$ cat config.mk
export PLATFORM = sky130hd
export DESIGN_NAME = bound_flasher_ctrl
export DESIGN_NICKNAME = d
export VERILOG_FILES = /design/src/rtl/bound_flasher_ctrl.sv
export SDC_FILE = /design/constraint.sdc
export NUM_CORES = 1
export LEC_CHECK = 0
export CAP_MARGIN = 25
export CELL_PAD_IN_SITES_DETAIL_PLACEMENT = 1
export CELL_PAD_IN_SITES_GLOBAL_PLACEMENT = 1
export CORE_MARGIN = 5
export CORE_UTILIZATION = 38
export CTS_BUF_LIST = sky130_fd_sc_hd__clkbuf_4 sky130_fd_sc_hd__clkbuf_8
export DETAILED_ROUTE_END_ITERATION = 10
export GPL_ROUTABILITY_DRIVEN = 0
export PLACE_DENSITY = 0.95
export SLEW_MARGIN = 10
export SYNTH_ARGS = -nofsm -noshare
export SYNTH_HDL_FRONTEND = slang
export SYNTH_SLANG_ARGS = --single-unit
$ cat constraint.sdc
create_clock -name clk -period 4.9 [get_ports clk]
set_clock_uncertainty 0.2 [all_clocks]
set_input_delay 0.98 -clock clk [delete_from_list [all_inputs] [get_ports clk]]
set_output_delay 0.98 -clock clk [all_outputs]
set_load 0.02 [all_outputs]
$ cat src/rtl/bound_flasher_ctrl.sv
// Bound-flasher lamp controller: six-phase thermometer sweep with configurable bounds,
// a step prescaler and optional flick kickback at the B1+1 / B2+1 turn points.
module bound_flasher_ctrl #(
    parameter int unsigned NUM_LAMPS = 16,
    parameter int unsigned B1        = 5,
    parameter int unsigned B2        = 10,
    parameter int unsigned STEP_DIV  = 1,
    parameter int unsigned KICK_EN   = 1
) (
    input  logic                 clk,
    input  logic                 rst_n,
    input  logic                 flick_i,
    output logic [NUM_LAMPS-1:0] lamp_o,
    output logic [2:0]           state_o,
    output logic [1:0]           action_o,
    output logic                 busy_o,
    output logic                 done_o
);

    localparam int unsigned LvlW = $clog2(NUM_LAMPS + 1);
    localparam int unsigned PreW = (STEP_DIV > 1) ? $clog2(STEP_DIV) : 1;

    localparam logic [LvlW-1:0] LvlB1  = LvlW'(B1 + 1);
    localparam logic [LvlW-1:0] LvlB2  = LvlW'(B2 + 1);
    localparam logic [LvlW-1:0] LvlMax = LvlW'(NUM_LAMPS);
    localparam logic [LvlW-1:0] LvlOne = LvlW'(1);
    localparam logic [PreW-1:0] PreMax = PreW'(STEP_DIV - 1);
    localparam logic [PreW-1:0] PreOne = PreW'(1);

    localparam logic [2:0] StIdle = 3'd0;
    localparam logic [2:0] StUp1  = 3'd1;
    localparam logic [2:0] StDn1  = 3'd2;
    localparam logic [2:0] StUp2  = 3'd3;
    localparam logic [2:0] StDn2  = 3'd4;
    localparam logic [2:0] StUp3  = 3'd5;
    localparam logic [2:0] StDn3  = 3'd6;

    logic [2:0]      state_q, state_d;
    logic [LvlW-1:0] lvl_q, lvl_d;
    logic [PreW-1:0] presc_q, presc_d;
    logic            done_q, done_d;
    logic            tick;
    logic            kick;

    assign tick = (presc_q == PreMax);
    assign kick = (KICK_EN != 0) && flick_i && ((lvl_q == LvlB1) || (lvl_q == LvlB2));

    always_comb begin
        state_d = state_q;
        lvl_d   = lvl_q;
        presc_d = '0;
        done_d  = 1'b0;
        if (state_q != StIdle) begin
            presc_d = tick ? '0 : presc_q + PreOne;
        end
        // A state-changing tick leaves lvl alone, so every turnaround dwells one tick.
        case (state_q)
            StIdle: begin
                if (flick_i) begin
                    state_d = StUp1;
                end
            end
            StUp1: begin
                if (tick) begin
                    if (lvl_q == LvlB1) state_d = StDn1;
                    else                lvl_d   = lvl_q + LvlOne;
                end
            end
            StDn1: begin
                if (tick) begin
                    if (lvl_q == '0) state_d = StUp2;
                    else             lvl_d   = lvl_q - LvlOne;
                end
            end
            StUp2: begin
                if (tick) begin
                    if (kick)                state_d = StDn1;
                    else if (lvl_q == LvlB2) state_d = StDn2;
                    else                     lvl_d   = lvl_q + LvlOne;
                end
            end
            StDn2: begin
                if (tick) begin
                    if (lvl_q == LvlB1) state_d = StUp3;
                    else                lvl_d   = lvl_q - LvlOne;
                end
            end
            StUp3: begin
                if (tick) begin
                    if (kick)                 state_d = StDn2;
                    else if (lvl_q == LvlMax) state_d = StDn3;
                    else                      lvl_d   = lvl_q + LvlOne;
                end
            end
            StDn3: begin
                if (tick) begin
                    if (lvl_q == '0) begin
                        state_d = StIdle;
                        done_d  = 1'b1;
                    end else begin
                        lvl_d = lvl_q - LvlOne;
                    end
                end
            end
            default: begin
                state_d = StIdle;
                lvl_d   = '0;
                presc_d = '0;
            end
        endcase
    end

    always_ff @(posedge clk or negedge rst_n) begin
        if (!rst_n) begin
            state_q <= StIdle;
            lvl_q   <= '0;
            presc_q <= '0;
            done_q  <= 1'b0;
        end else begin
            state_q <= state_d;
            lvl_q   <= lvl_d;
            presc_q <= presc_d;
            done_q  <= done_d;
        end
    end

    always_comb begin
        lamp_o = '0;
        for (int i = 0; i < int'(NUM_LAMPS); i++) begin
            lamp_o[i] = (LvlW'(i) < lvl_q);
        end
    end

    always_comb begin
        case (state_q)
            StUp1, StUp2, StUp3: action_o = 2'b01;
            StDn1, StDn2, StDn3: action_o = 2'b10;
            default:             action_o = 2'b00;
        endcase
    end

    assign state_o = state_q;
    assign busy_o  = (state_q != StIdle);
    assign done_o  = done_q;

endmodule

=== Yosys cells after proc, flatten, opt, wreduce, memory -nomap -nowiden ===
Cells that the tools add are included.

* Input bits: 3
* Logic and storage cells: 101
* Output and inout port bits: 23
* Register bits after elaboration: 10

* Magnitude comparators: 16
* Equal/unequal tests: 30
* Reduce and logical (&&, ||, !) cells: 11
* Multiplexer cells: 36
* Add/sub/neg operators: 3
* Bitwise operators: 1

{| class="wikitable"
|+ Operators by type and width
! operator !! count
|-
| 5-bit 2-to-1 mux || 12
|-
| 3-bit 2-to-1 mux || 15
|-
| 4-bit by 5-bit < comparator with 1-bit output, first input constant || 8
|-
| 2-bit != test, second input constant || 19
|-
| 5-bit one-hot mux with 6 select lines || 1
|-
| 13-bit AND reduction || 2
|-
| 3-bit one-hot mux with 7 select lines || 1
|-
| 3-bit by 5-bit < comparator with 1-bit output, first input constant || 4
|-
| 1-bit by 5-bit < comparator with 1-bit output, first input constant || 2
|-
| 2-bit by 5-bit < comparator with 1-bit output, first input constant || 2
|-
| 3-bit == test, second input constant || 3
|-
| 7-bit OR reduction || 1
|-
| 3-bit by 2-bit == test with 1-bit output, second input constant || 2
|-
| 1-bit 2-to-1 mux || 6
|-
| 3-bit != test, second input constant || 2
|-
| 3-bit OR reduction || 2
|-
| 5-bit by 1-bit adder with 5-bit output, second input constant || 1
|-
| 5-bit by 3-bit == test with 1-bit output, second input constant || 1
|-
| 5-bit by 4-bit == test with 1-bit output, second input constant || 1
|-
| 5-bit == test, second input constant || 1
|-
| 5-bit zero test || 1
|-
| 5-bit by 1-bit subtractor with 5-bit output, second input constant || 1
|-
| 2-bit one-hot mux with 2 select lines || 1
|-
| 3-bit by 1-bit == test with 1-bit output, second input constant || 1
|-
| other kinds (7) || 7
|}

=== Longest topological paths before layout ===
* Depth after elaboration: 6
* Depth in mapped cells: 9
* Mapped depth without buffers: 7

=== Worst setup path before layout ===
OpenSTA, ideal clock, no wires.

* Path kind: reg2out
* From: reg lvl_q[3]
* To: out lamp_o[1]
* Slack: 2.269 ns
* Stages on the path, launching flop included: 7
* Arrival time: 1.451 ns
* Data required time: 3.720 ns
* Path buffers: 2
* Path through: dfrtp_1 > buf_6 > clkbuf_1 > nor2_1 > inv_1 > nor2_1 > o21ai_0

* Word-level cells in the longest chain between the ends: 1

{| class="wikitable"
|+ RTL lines
! item !! RTL line !! source
|-
| from (decl) || 39 || <nowiki>logic [LvlW-1:0] lvl_q, lvl_d;</nowiki>
|-
| from (signal assigned) || 121 || <nowiki>lvl_q <= lvl_d;</nowiki>
|-
| 1-bit by 5-bit < comparator with 1-bit output || 130 || <nowiki>lamp_o[i] = (LvlW'(i) < lvl_q);</nowiki>
|-
| to (decl) || 13 || <nowiki>output logic [NUM_LAMPS-1:0] lamp_o,</nowiki>
|}

No other way between the ends.

=== Worst setup path after layout ===
* From: reg lvl_q[1]
* To: out lamp_o[1]

Same word-level chain as after synthesis.

==> qor.yml <==
detailed_routing:
  initialDrtViolationCount: 21
  postRouteAntennaNets: 0
  vias: 1056
  drt_wl_total_mm: 2.98
  drt-wirelength-per-cell_um: 16.8
  dr.pass1.iters: 4
  remaining_drc_errors: 0
  viasPerCell: 5.97
finish:
  final_layout_size_suffix_gt1_share_pct: 4.76
  finalCoreUtilization_pct: 49.1
  fin_nets: 155
  area_growth_pct: 25.5
  nFillCells: 307
  diodes: 0
floorplan:
  die_x_um: 60.3
  fp-row-count: 18
  fp.dieH_um: 60.3
  ioPinCount: 26
  die_area_sq_um: 3630
  core_sq_um: 2450
  start_util_pct: 39.1
setup_path:
  cp-startpoint: "lvl_q[1]$_DFFE_PN0P_"
  cpMaxStageDelayCell: "clkdlybuf4s50_1"
  start_kind: "register"
  crit_buf_inv: 2
  timing.critical_path.max_delay_family: "buffers and inverters"
  arrival_ns: 2.16
  cp_cell_sequence: "inv_1 > ha_1 > o21ai_0 > clkdlybuf4s50_1"
  endpoint_kind: "output pin"
  crit_fanout: 14
  cp.required_ns: 3.72
  worstSetupPathType: "reg2out"
  rr_startpoint: "lvl_q[0]$_DFFE_PN0P_"
  slowest_delay_ns: 0.65
global_routing:
  antenna_found_initial: 0
  grt_overflow: 0
  grt_pass1_vias: 1100
  grt_first_pass_wirelength_mm: 5.13
  grt_max_degree: 23
  gr-usage-all-layers_pct: 18.3
clock_network:
  cts_tree: "built"
  htreeDepth: 1
  cts_sinks: 9
  cts_hold_buf: 0
  cts.clk_slew.worst_paths_ns: 0.06
  cts_buffers: 3
  post_cts_buffers: 0
  clk_latency_ns: 0.26
  clk_path_buf_depth: 2
  cts-resized-gates: 0
  clockRootBuffer: "clkbuf_4"
logic_synthesis:
  synth_nets: 139
  synth_area_leader_cell: "dfrtp_1"
  synth_edf_count: 0
  ys_ff_latch: 9
  synth_seq_area_share_pct: 23.4
  syn_inst: 132
  synthFlopType: "dfrtp_1"
  synth_top_area_share_pct: 23.4
  syn-cell-area_sq_um: 961
  synth-async-reset-ratio_pct: 100
  synth-warning-count: 0
  yosys-top-cells-area: "dfrtp_1 (23%), nand2_1 (6.3%), o21ai_0 (5.7%)"
  synth_cell_type_count: 39
  avgSynthCellArea_sq_um: 7.28
timing:
  drv_slew: 0
  rsz0062_at_grt: "no"
  tns_ns: 0
  finalHoldViolations: 0
  period_minus_slack_ns: 3.34
  worst_pin_slew_ns: 0.658
  max_slew_margin_pct: 56.1
  finalCritPeriodShare_pct: 68.2
  setup_viol: 0
  fmaxAchievable_mhz: 299
  holdWs_ns: 0.554
placed_design:
  hpwl_mm: 2.21
  portBuffers: 25
hold_path:
  min_path_type: "reg2reg"
  min_from: "state_o[2]$_DFFE_PN0P_"
run_status:
  status: "finished clean"
job:
  cap_viol_max_count: 0
-- metrics by stage --
step | worst slack (ns) | area, sq um | std cells
final | 1.56 | 1210 | 177
after CTS | 1.57 | 1210 | 177
after detailed placement | 1.88 | 1180 | 173
after global placement | 1.97 | 1180 | 173
after floorplan | 2.27 | 961 | 132
after global routing | 1.38 | 1210 | 177
-- metal layers --
layer  global-route usage [%]  wire length, um  up-vias
li1                         -                -      505
met2                     31.3             1540       39
met3                     6.26              203        8
met4                     5.06               51        0
met5                        0                0        -
met1                     21.4             1190      504
-- flip-flops by register name, indices dropped and copies added (netlist names) --
register  cells
state_o       3
lvl_q         5
done_o        1
-- layout by cell type, fill, tap and decap left out, types with 2 or more instances in the layout --
| cell type | synthesis | final |
|---|---|---|
| nand4b_1 | 2 | 2 |
| a221oi_1 | 2 | 2 |
| or3_1 | 3 | 3 |
| o21bai_1 | 4 | 4 |
| a22oi_1 | 2 | 2 |
| dfrtp_1 | 9 | 9 |
| o31ai_1 | 2 | 2 |
| nand3_1 | 4 | 4 |
| a21o_1 | 2 | 2 |
| clkdlybuf4s50_1 | 0 | 25 |
| nor2_1 | 12 | 12 |
| nand3b_1 | 2 | 2 |
| o21ai_0 | 11 | 11 |
| nand2b_1 | 6 | 6 |
| a21oi_1 | 5 | 5 |
| a31oi_1 | 5 | 5 |
| a22o_1 | 2 | 2 |
| nor3_1 | 2 | 2 |
| nand2_1 | 16 | 16 |
| clkbuf_4 | 0 | 4 |
| ha_1 | 4 | 4 |
| o22ai_1 | 3 | 3 |
| inv_1 | 7 | 7 |
-- cell usage after synthesis, types with 2 or more instances --
cell type / count
nand2_1: 16
buf_4: 2
a31oi_1: 5
a22oi_1: 2
clkbuf_1: 7
dfrtp_1: 9
nand3b_1: 2
o31ai_1: 2
a221oi_1: 2
a21oi_1: 5
o21ai_0: 11
o22ai_1: 3
nor3_1: 2
nor2_1: 12
or3_1: 3
nand4b_1: 2
inv_1: 7
o21bai_1: 4
a21o_1: 2
nand2b_1: 6
buf_2: 3
ha_1: 4
a22o_1: 2
nand3_1: 4
-- final cells by class --
type / instances / area, sq um / area share [%]
Tap cell: 30 / 37.5 / 3.11
Inverter: 7 / 26.3 / 2.18
Sequential cell: 9 / 225 / 18.7
Timing Repair Buffer: 25 / 250 / 20.7
Multi-Input combinational cell: 102 / 637 / 52.8
Clock buffer: 4 / 30.0 / 2.49
-- worst min-delay path, stage by stage (launching register included) --
cell and delay, ns:
dfrtp_1 0.53, nand2_1 0.12, o31ai_1 0.07
-- worst paths after layout --
check                                    endpoint  slack, ns  cells after the start
max in group asynchronous    lvl_q[1]$_DFFE_PN0P_       3.40                      1
max                                     lamp_o[1]       1.56                      4
min reg2reg                state_o[2]$_DFFE_PN0P_       0.55                      2
min in group asynchronous  state_o[1]$_DFFE_PN0P_       0.81                      1
max reg2reg                state_o[0]$_DFFE_PN0P_       2.28                      7
min                        state_o[2]$_DFFE_PN0P_       0.55                      2
-- logic make-up after synthesis --
kind of cell             share of synthesized area (%)
AND/OR/NAND/NOR                                   28.5
flip-flops                                        23.4
AO/OA/AOI/OAI                                     31.4
multiplexers                                      1.17
adder cells (fa/ha/maj)                           5.21
buffers and inverters                             10.3
Power is left out: the tool's default activity adds up to more than one toggle a clock period on the data nets, which glitch-free logic cannot reach.
